==> src/rtl/hack_base_pkg.sv <==
// Shared Hack base-gate definitions: machine word width and word type.
package hack_base_pkg;

    localparam int HACK_WORD_W = 16;

    typedef logic [15:0] hack_word_t;

endpackage : hack_base_pkg

==> src/rtl/h_or_bit.sv <==
// Single-bit OR gate, the leaf cell replicated by h_or16.
module h_or_bit (
    input  logic a,
    input  logic b,
    output logic out
);

    assign out = a | b;

endmodule : h_or_bit

==> src/rtl/h_or16.sv <==
// Hack Or16: combinational bitwise OR plus a registered copy with valid flag.
// Optional status flags (zero_q, ones_q) are built when H_OR16_STATUS_EN is defined.
module h_or16
    import hack_base_pkg::*;
#(
    parameter int WIDTH = HACK_WORD_W
) (
    input  logic             clk,
    input  logic             rst_n,
    input  logic [WIDTH-1:0] a,
    input  logic [WIDTH-1:0] b,
    input  logic             in_valid,
    output logic [WIDTH-1:0] out,
`ifdef H_OR16_STATUS_EN
    output logic             zero_q,
    output logic             ones_q,
`endif
    output logic [WIDTH-1:0] out_q,
    output logic             out_valid
);

    // Each result bit comes from its own gate, so no bit can influence another.
    for (genvar i = 0; i < WIDTH; i++) begin : g_bit
        h_or_bit u_bit (
            .a   (a[i]),
            .b   (b[i]),
            .out (out[i])
        );
    end

    // NOTE: sequential state uses non-blocking assignments so every register
    // samples pre-edge values regardless of statement order.
    always_ff @(posedge clk or negedge rst_n) begin
        if (!rst_n) begin
            out_q     <= '0;
            out_valid <= 1'b0;
        end else begin
            out_valid <= in_valid;
            if (in_valid) begin
                out_q <= out;
            end
        end
    end

`ifdef H_OR16_STATUS_EN
    // Flags track out_q: computed from the word being captured, held otherwise.
    always_ff @(posedge clk or negedge rst_n) begin
        if (!rst_n) begin
            zero_q <= 1'b1;
            ones_q <= 1'b0;
        end else if (in_valid) begin
            zero_q <= (out == '0);
            ones_q <= (out == '1);
        end
    end
`endif

endmodule : h_or16

==> config.mk <==
export PLATFORM = sky130hd
export DESIGN_NAME = h_or16
export DESIGN_NICKNAME = d
export VERILOG_FILES = /design/src/rtl/hack_base_pkg.sv /design/src/rtl/h_or_bit.sv /design/src/rtl/h_or16.sv
export SDC_FILE = /design/constraint.sdc
export NUM_CORES = 1
export LEC_CHECK = 0
export CORE_MARGIN = 4
export CORE_UTILIZATION = 48
export CTS_BUF_LIST = sky130_fd_sc_hd__clkbuf_4
export CTS_CLUSTER_SIZE = 28
export DETAILED_ROUTE_END_ITERATION = 10
export DONT_BUFFER_PORTS = 1
export GPL_TIMING_DRIVEN = 0
export PLACE_DENSITY = 0.67
export SETUP_SLACK_MARGIN = 0.2
export SLEW_MARGIN = 20
export SYNTH_ARGS = -nofsm -noshare
export SYNTH_HDL_FRONTEND = slang
export SYNTH_SLANG_ARGS = --single-unit
==> constraint.sdc <==
create_clock -name clk -period 2 [get_ports clk]
set_input_delay 0.2 -clock clk [delete_from_list [all_inputs] [get_ports clk]]
set_output_delay 0.2 -clock clk [all_outputs]
set_load 0.01 [all_outputs]
== After elaboration in Yosys (flattened, before gate mapping) ==
Index checks and enable logic that the tools add are counted.
Word-level totals
  register bits: 17
  word-level logic and storage cells: 18
Cells by class
  bitwise gates (word level): 16
Operators with widths (count)
  1-bit bitwise OR: 16

== Depth between registers and ports, before layout ==
Gate-level depths: netlist (run 1).
  word-level depth: 1
  gate-level depth with buffers: 3
  mapped depth without buffers: 2

== Cells and area by module ==
From an unflattened synthesis (run 1), not the netlist that was laid out.
Second synthesis, totals
  cells, all modules: 51
  area total of the unflattened synthesis: 774.5 sq um
By module, submodules not included
  h_or16: cells an instance 35, seq. area each 425.4 sq um, area an instance 674.4 sq um, instances 1
  h_or_bit: cells an instance 1, seq. area each 0.0 sq um, area an instance 6.3 sq um, instances 16

== Worst setup path after synthesis (run 1) ==
Ideal clock, no wire load.
  path kind: input to register
  from: in in_valid
  to: reg out_q[10]
  stages: 3
  arrival time: 0.736 ns
  required time: 1.875 ns
  slack: 1.138 ns
  path buffers: 2
  setup time: 0.125 ns
  path through: buf_6 buf_12 mux2_4
RTL lines
  start, declared: RTL line h_or16.sv:12  | input logic in_valid,
  end signal, assigned: RTL line h_or16.sv:40  | out_q <= out;
  end, declared: RTL line h_or16.sv:18  | output logic [WIDTH-1:0] out_q,
No word-level cell between the ends.

== Final worst setup path (run 1) ==
  from: reg out_q[9]
  to: out out_q[9]
No word-level cell between the ends.

==> results of run 1 <==
## routing by layer
layer | track usage [%] | vias to the layer above | routed length, um
met3 | 4.66 | 2 | 210
met4 | 6.73 | 0 | 12
met1 | 13.1 | 224 | 523
met2 | 18.0 | 34 | 749
met5 | 0 | - | 0
li1 | - | 217 | -
## cells by family after synthesis
group / after synthesis
buffers and inverters: 18
muxes: 16
and+or+nand+nor: 16
DFF: 17
## sequential cells by signal (all words and copies together), names as in the netlist
register   flops
out_q         16
out_valid      1
## through the flow
step	hold WS, ns	cells	worst slack (ns)	area, um2	util, %
final	0.166	98	1.09	976	55.9
after detailed placement	-0.0952	92	1.09	926	53.0
after global placement	-0.0952	92	1.11	926	53.0
after global routing	0.156	98	0.909	976	55.9
after CTS	0.154	98	1.04	976	55.9
after floorplan	-0.0956	67	1.14	895	-
## area by class of cell
type | count | area [um2] | share of cell area [%]
plain buffers | 18 | 151 | 15.5
clock buffers | 4 | 30.0 | 3.08
multi-input cells | 32 | 318 | 32.6
flip-flops and latches | 17 | 425 | 43.6
well taps | 25 | 31.3 | 3.21
repair buffers | 2 | 20.0 | 2.05
## cell usage in the layout, fill, tap and decap left out
| cell | Yosys | layout |
|---|---|---|
| mux2_4 | 10 | 10 |
| buf_6 | 1 | 1 |
| dlygate4sd3_1 | 0 | 2 |
| or2_2 | 16 | 16 |
| mux2_2 | 6 | 6 |
| buf_4 | 16 | 16 |
| clkbuf_4 | 0 | 4 |
| buf_12 | 1 | 1 |
| dfrtp_1 | 17 | 17 |
## power breakdown
group          internal (mW)  switching, mW
clock                 0.0907         0.0947
sequential             0.374         0.0363
combinational         0.0756         0.0437
total                  0.540          0.175
## path summary, 6_finish.rpt
kind	startpoint	slack, ns	cells after the start	endpoint
max in group asynchronous	rst_n	1.10	1	out_q[6]
worst max-delay path	out_q[9]	1.09	0	out_q[9]
worst max register to register	out_q[6]	1.18	1	out_q[6]
worst min-delay path	a[10]	0.17	2	out_q[10]
min in group asynchronous	rst_n	0.43	1	out_q[4]
worst min register to register	out_q[2]	0.59	1	out_q[2]
==> out/results.tsv, run 1 <==
stage	metric	value	unit
status	status	completed	
yosys	Synth area leader	dfrtp_1	
clock_network	# resized after CTS	0	
floorplanning	Chip Width	51.2	um
yosys	Yosys reg bits	17	
power	worst vdd ir	0.000321	V
cells_and_area	share of cells above drive strength 1	74.0	%
sta	Fin Clk Skew	0	ns
clock_network	CTS tree	built	
sta	maximum clock frequency	1100	MHz
floorplanning	core area	0.00175	mm2
sta	RSZ-0062 raised after global routing	false	
yosys	mapped cell area	895	um2
placement	IO buf count	0	
global_routing	number of global-route vias before repair	454	
worst_setup_path	startpoint types	register	
floorplanning	std cell rows	15	
clock_network	number of clock buffers inserted by TritonCTS	3	
sta	final setup TNS	0	ns
drt	Avg Vias per Cell	4.87	
floorplanning	chip height	51.2	um
yosys	top cells by area, synth	dfrtp_1, mux2_4, buf_4	
drt	Avg WL per Cell	15.3	um
worst_setup_path	WS Path Type	reg -> out	
sta	Slew HR	49.9	%
global_routing	largest net degree at the start of global routing	18	
yosys	syn_nets	102	
power	total power	0.715	mW
global_routing	initial antenna violation count	0	
hold_path	Tightest Hold Check Type	in -> reg	
yosys	Mapped Cells	67	
yosys	Seq/Total Area, Yosys	47.6	%
floorplanning	Die Area	0.00262	mm2
cells_and_area	fillcell total	157	
clock_network	clk sinks	17	
sta	Final min period	0.911	ns
yosys	synth cell count leaders	dfrtp_1, buf_4, or2_2	
yosys	Distinct cells, synth	7	
cells_and_area	P&R area growth vs syn	9.09	%
clock_network	Worst-path clk slew	0.09	ns
floorplanning	starting density of the core	51.3	%
clock_network	H-Tree Depth	1	
drt	DRC viols	0	
yosys	Synth Area in Compound Gates	0	%
yosys	number of flops mapped to enable cells by yosys	0	
yosys	xor/xnor share of the synthesized area	0	%
drt	drt total wl	1500	um
clock_network	clock buffer depth	2	
clock_network	hold buffer count at CTS	2	
yosys	syn avg cell area	13.4	um2
clock_network	CTS Root Cell	clkbuf_4	
sta	worst slew pin tran	0.748	ns
sta	final-report hold violation count	0	
yosys	Synth Area in Simple Gates	11.2	%
flow_run	max_cap viols	0	
yosys	synth warn	0	
sta	setup violators final	0	
cells_and_area	NumNets Final	109	
placement	RePlAce Congestion	0.599	
global_routing	first-pass GRT wire length	2190	um
yosys	post-synthesis mux area share	24.3	%
worst_setup_path	CP arrival	0.71	ns
yosys	Synth Flop Type	dfrtp_1	
sta	crit share post-route	45.5	%
worst_setup_path	CP required	1.80	ns
drt	total number of vias	477	
yosys	largest family of logic cells by synthesized area	multiplexers	
yosys	top-area cell type share of the netlist area	47.6	%
drt	Initial DRT Pass Iterations	1	
global_routing	All-Layer GR Usage	11.5	%
worst_setup_path	crit end category	output pin	
yosys	Synth Area in Adders	0	%
clock_network	clk_lat worst skew	0.27	ns
drt	antenna-violating nets left	0	
sta	max-slew violations	0	
power	pwr dens	733	mW/mm2
power	Leak	0.428	nW
yosys	Async S/R FF share, synth	100	%
worst_setup_path	worst-path fanout max	2	
drt	DR iter-0 viols	0	
clock_network	postcts setup bufs	0	
cells_and_area	diode count	0	
global_routing	total grt overflow	0	
yosys	most frequent cell after synthesis	dfrtp_1	
floorplanning	I/O Pins	68	
Note: power is estimated with default switching activity, not from simulation.
==> inputs of run 2 (changes only) <==
==> constraint.sdc (replaced) <==
create_clock -name clk -period 0.95 [get_ports clk]
set_input_delay 0.095 -clock clk [delete_from_list [all_inputs] [get_ports clk]]
set_output_delay 0.095 -clock clk [all_outputs]
set_load 0.01 [all_outputs]
==> run 2 against run 1 <==
Final cell count decreased by 1.0%; core utilization decreased by 0.57 points; highest routed layer unchanged; largest cell class unchanged; combinational power increased by 97%; first-iteration DRC count unchanged; routed wire length decreased by 0.20%; the flow now finishes with violations (negative hold slack); register-to-register slack got worse by 1.1 ns; setup slack got worse by 0.96 ns.
==> out/results.tsv, run 2 (synthesized netlist as in run 1, its figures left out) <==
stage	metric	value	unit	change
floorplanning	std cell rows	15		unchanged
worst_setup_path	CP required	1.11	ns	was 1.80 ns
worst_setup_path	R2R Path Start	out_q[6]		unchanged
global_routing	initial antenna violation count	0		unchanged
worst_setup_path	Critical path origin	out_q[6]		was out_q[9]
clock_network	Worst-path clk slew	0.09	ns	about the same
cells_and_area	fillcell total	157		unchanged
floorplanning	chip height	51.2	um	unchanged
worst_setup_path	r2r setup slk	0.13	ns	was 1.18 ns
global_routing	total grt overflow	0		unchanged
sta	setup violators final	0		unchanged
worst_setup_path	CP cell instances	mux2_4		
worst_setup_path	Worst path top cell family by delay	flip-flops		
sta	Hold WS	-0.498	ns	was 0.166 ns
floorplanning	core area	0.00175	mm2	unchanged
worst_setup_path	startpoint types	register		unchanged
cells_and_area	Regs by FF count	out_q x16, out_valid x1		unchanged
worst_setup_path	R2R cell count	1		unchanged
power	Leak	0.424	nW	was 0.428 nW
hold_path	Tightest Hold Check Type	in -> async		was in -> reg
sta	Final min period	0.822	ns	
sta	final setup TNS	0	ns	unchanged
power	worst vdd ir	0.000671	V	was 0.000321 V
clock_network	H-Tree Depth	1		unchanged
sta	final-report hold violation count	17		was 0
clock_network	number of clock buffers inserted by TritonCTS	3		unchanged
sta	RSZ-0062 raised after global routing	true		was false
worst_setup_path	worst-path fanout max	2		unchanged
flow_run	max_cap viols	0		unchanged
drt	Avg WL per Cell	15.4	um	was 15.3 um
cells_and_area	NumNets Final	108		was 109
worst_setup_path	CP arrival	0.99	ns	was 0.71 ns
cells_and_area	leading cell type in the layout, fill and taps excluded	dfrtp_1		unchanged
drt	Avg Vias per Cell	4.89		was 4.87
placement	IO buf count	0		unchanged
drt	total number of vias	474		was 477
power	pwr dens	1540	mW/mm2	was 733 mW/mm2
sta	Fin Clk Skew	0	ns	unchanged
drt	drt total wl	1490	um	was 1500 um
clock_network	clk_lat worst skew	0.27	ns	about the same
cells_and_area	P&R area growth vs syn	7.97	%	was 9.09%
status	status	complete, but fails checks		was completed
sta	maximum clock frequency	1220	MHz	
drt	DRC viols	0		unchanged
cells_and_area	max reg flops	16		unchanged
global_routing	first-pass GRT wire length	2190	um	about the same
drt	antenna-violating nets left	0		unchanged
global_routing	number of global-route vias before repair	456		was 454
clock_network	clock buffer depth	2		unchanged
drt	Initial DRT Pass Iterations	1		unchanged
sta	crit share post-route	86.5	%	
cells_and_area	Largest Register	out_q		unchanged
floorplanning	I/O Pins	68		unchanged
drt	DR iter-0 viols	0		unchanged
cells_and_area	diode count	0		unchanged
cells_and_area	most frequent cells in the layout	dfrtp_1, or2_2, buf_4, mux2_4, mux2_2		unchanged
worst_setup_path	Max stage delay on crit path	0.43	ns	
worst_setup_path	reg-to-reg endpoint	out_q[6]		unchanged
status	failing checks	negative hold slack		
placement	RePlAce Congestion	0.599		unchanged
clock_network	clk sinks	17		unchanged
clock_network	postcts setup bufs	0		unchanged
worst_setup_path	Bufs and invs on worst path	0		
worst_setup_path	CP Depth	1		was 0
clock_network	# resized after CTS	0		unchanged
clock_network	CTS Root Cell	clkbuf_4		unchanged
floorplanning	Chip Width	51.2	um	unchanged
clock_network	CTS tree	built		unchanged
sta	Slew HR	89.4	%	was 49.9%
worst_setup_path	crit end category	register		was output pin
clock_network	hold buffer count at CTS	1		was 2
cells_and_area	fin util	55.3	%	was 55.9%
floorplanning	starting density of the core	51.3	%	unchanged
global_routing	largest net degree at the start of global routing	18		unchanged
worst_setup_path	WS Path Type	reg -> reg		was reg -> out
floorplanning	Die Area	0.00262	mm2	unchanged
global_routing	All-Layer GR Usage	11.5	%	about the same
sta	max-slew violations	0		unchanged
sta	worst slew pin tran	0.158	ns	was 0.748 ns
worst_setup_path	Worst path slowest cell	dfrtp_1		
cells_and_area	share of cells above drive strength 1	75.0	%	was 74.0%
worst_setup_path	end of the critical path	out_q[6]		was out_q[9]
==> run 2: worst min-delay path by stage <==
stage	from	endpoint	slack, ns	cells after the start
2_1_floorplan	rst_n	out_q[0]	-0.20	0
6_report	rst_n	out_q[14]	-0.50	0
3_5_place_dp	rst_n	out_q[4]	-0.20	0
3_3_place_gp	rst_n	out_q[4]	-0.20	0
4_1_cts	rst_n	out_q[4]	-0.52	0
5_1_grt	rst_n	out_q[8]	-0.53	0
==> run 2: layout make-up <==
cell class	instances	area [um2]	share of cell area, %
plain buffers	18	151	15.7
clock buffers	4	30.0	3.11
well taps	25	31.3	3.24
flip-flops and latches	17	425	44.0
repair buffers	1	10.0	1.04
multi-input cells	32	318	32.9
==> run 2: power breakdown <==
group	switching (mW)	internal, mW	total (mW)
registers	0.0763	0.788	0.864
logic	0.0787	0.156	0.235
clock network	0.200	0.191	0.391
==> run 2: through the flow <==
stage	area [um2]	setup slack, ns	std cells	total power, mW
final	966	0.128	97	1.49
after CTS	966	0.112	97	1.53
after detailed placement	926	0.131	92	1.12
after global routing	966	0.101	97	1.57
after floorplan	895	0.171	67	1.08
after global placement	926	0.145	92	1.11
==> run 2: metal layers <==
| layer | global-route usage [%] | up-vias | share of wire [%] |
|---|---|---|---|
| met5 | 0 | - | 0 |
| li1 | - | 215 | - |
| met4 | 6.73 | 0 | 0.80 |
| met2 | 18.5 | 34 | 50 |
| met1 | 12.6 | 223 | 35 |
| met3 | 4.66 | 2 | 14 |
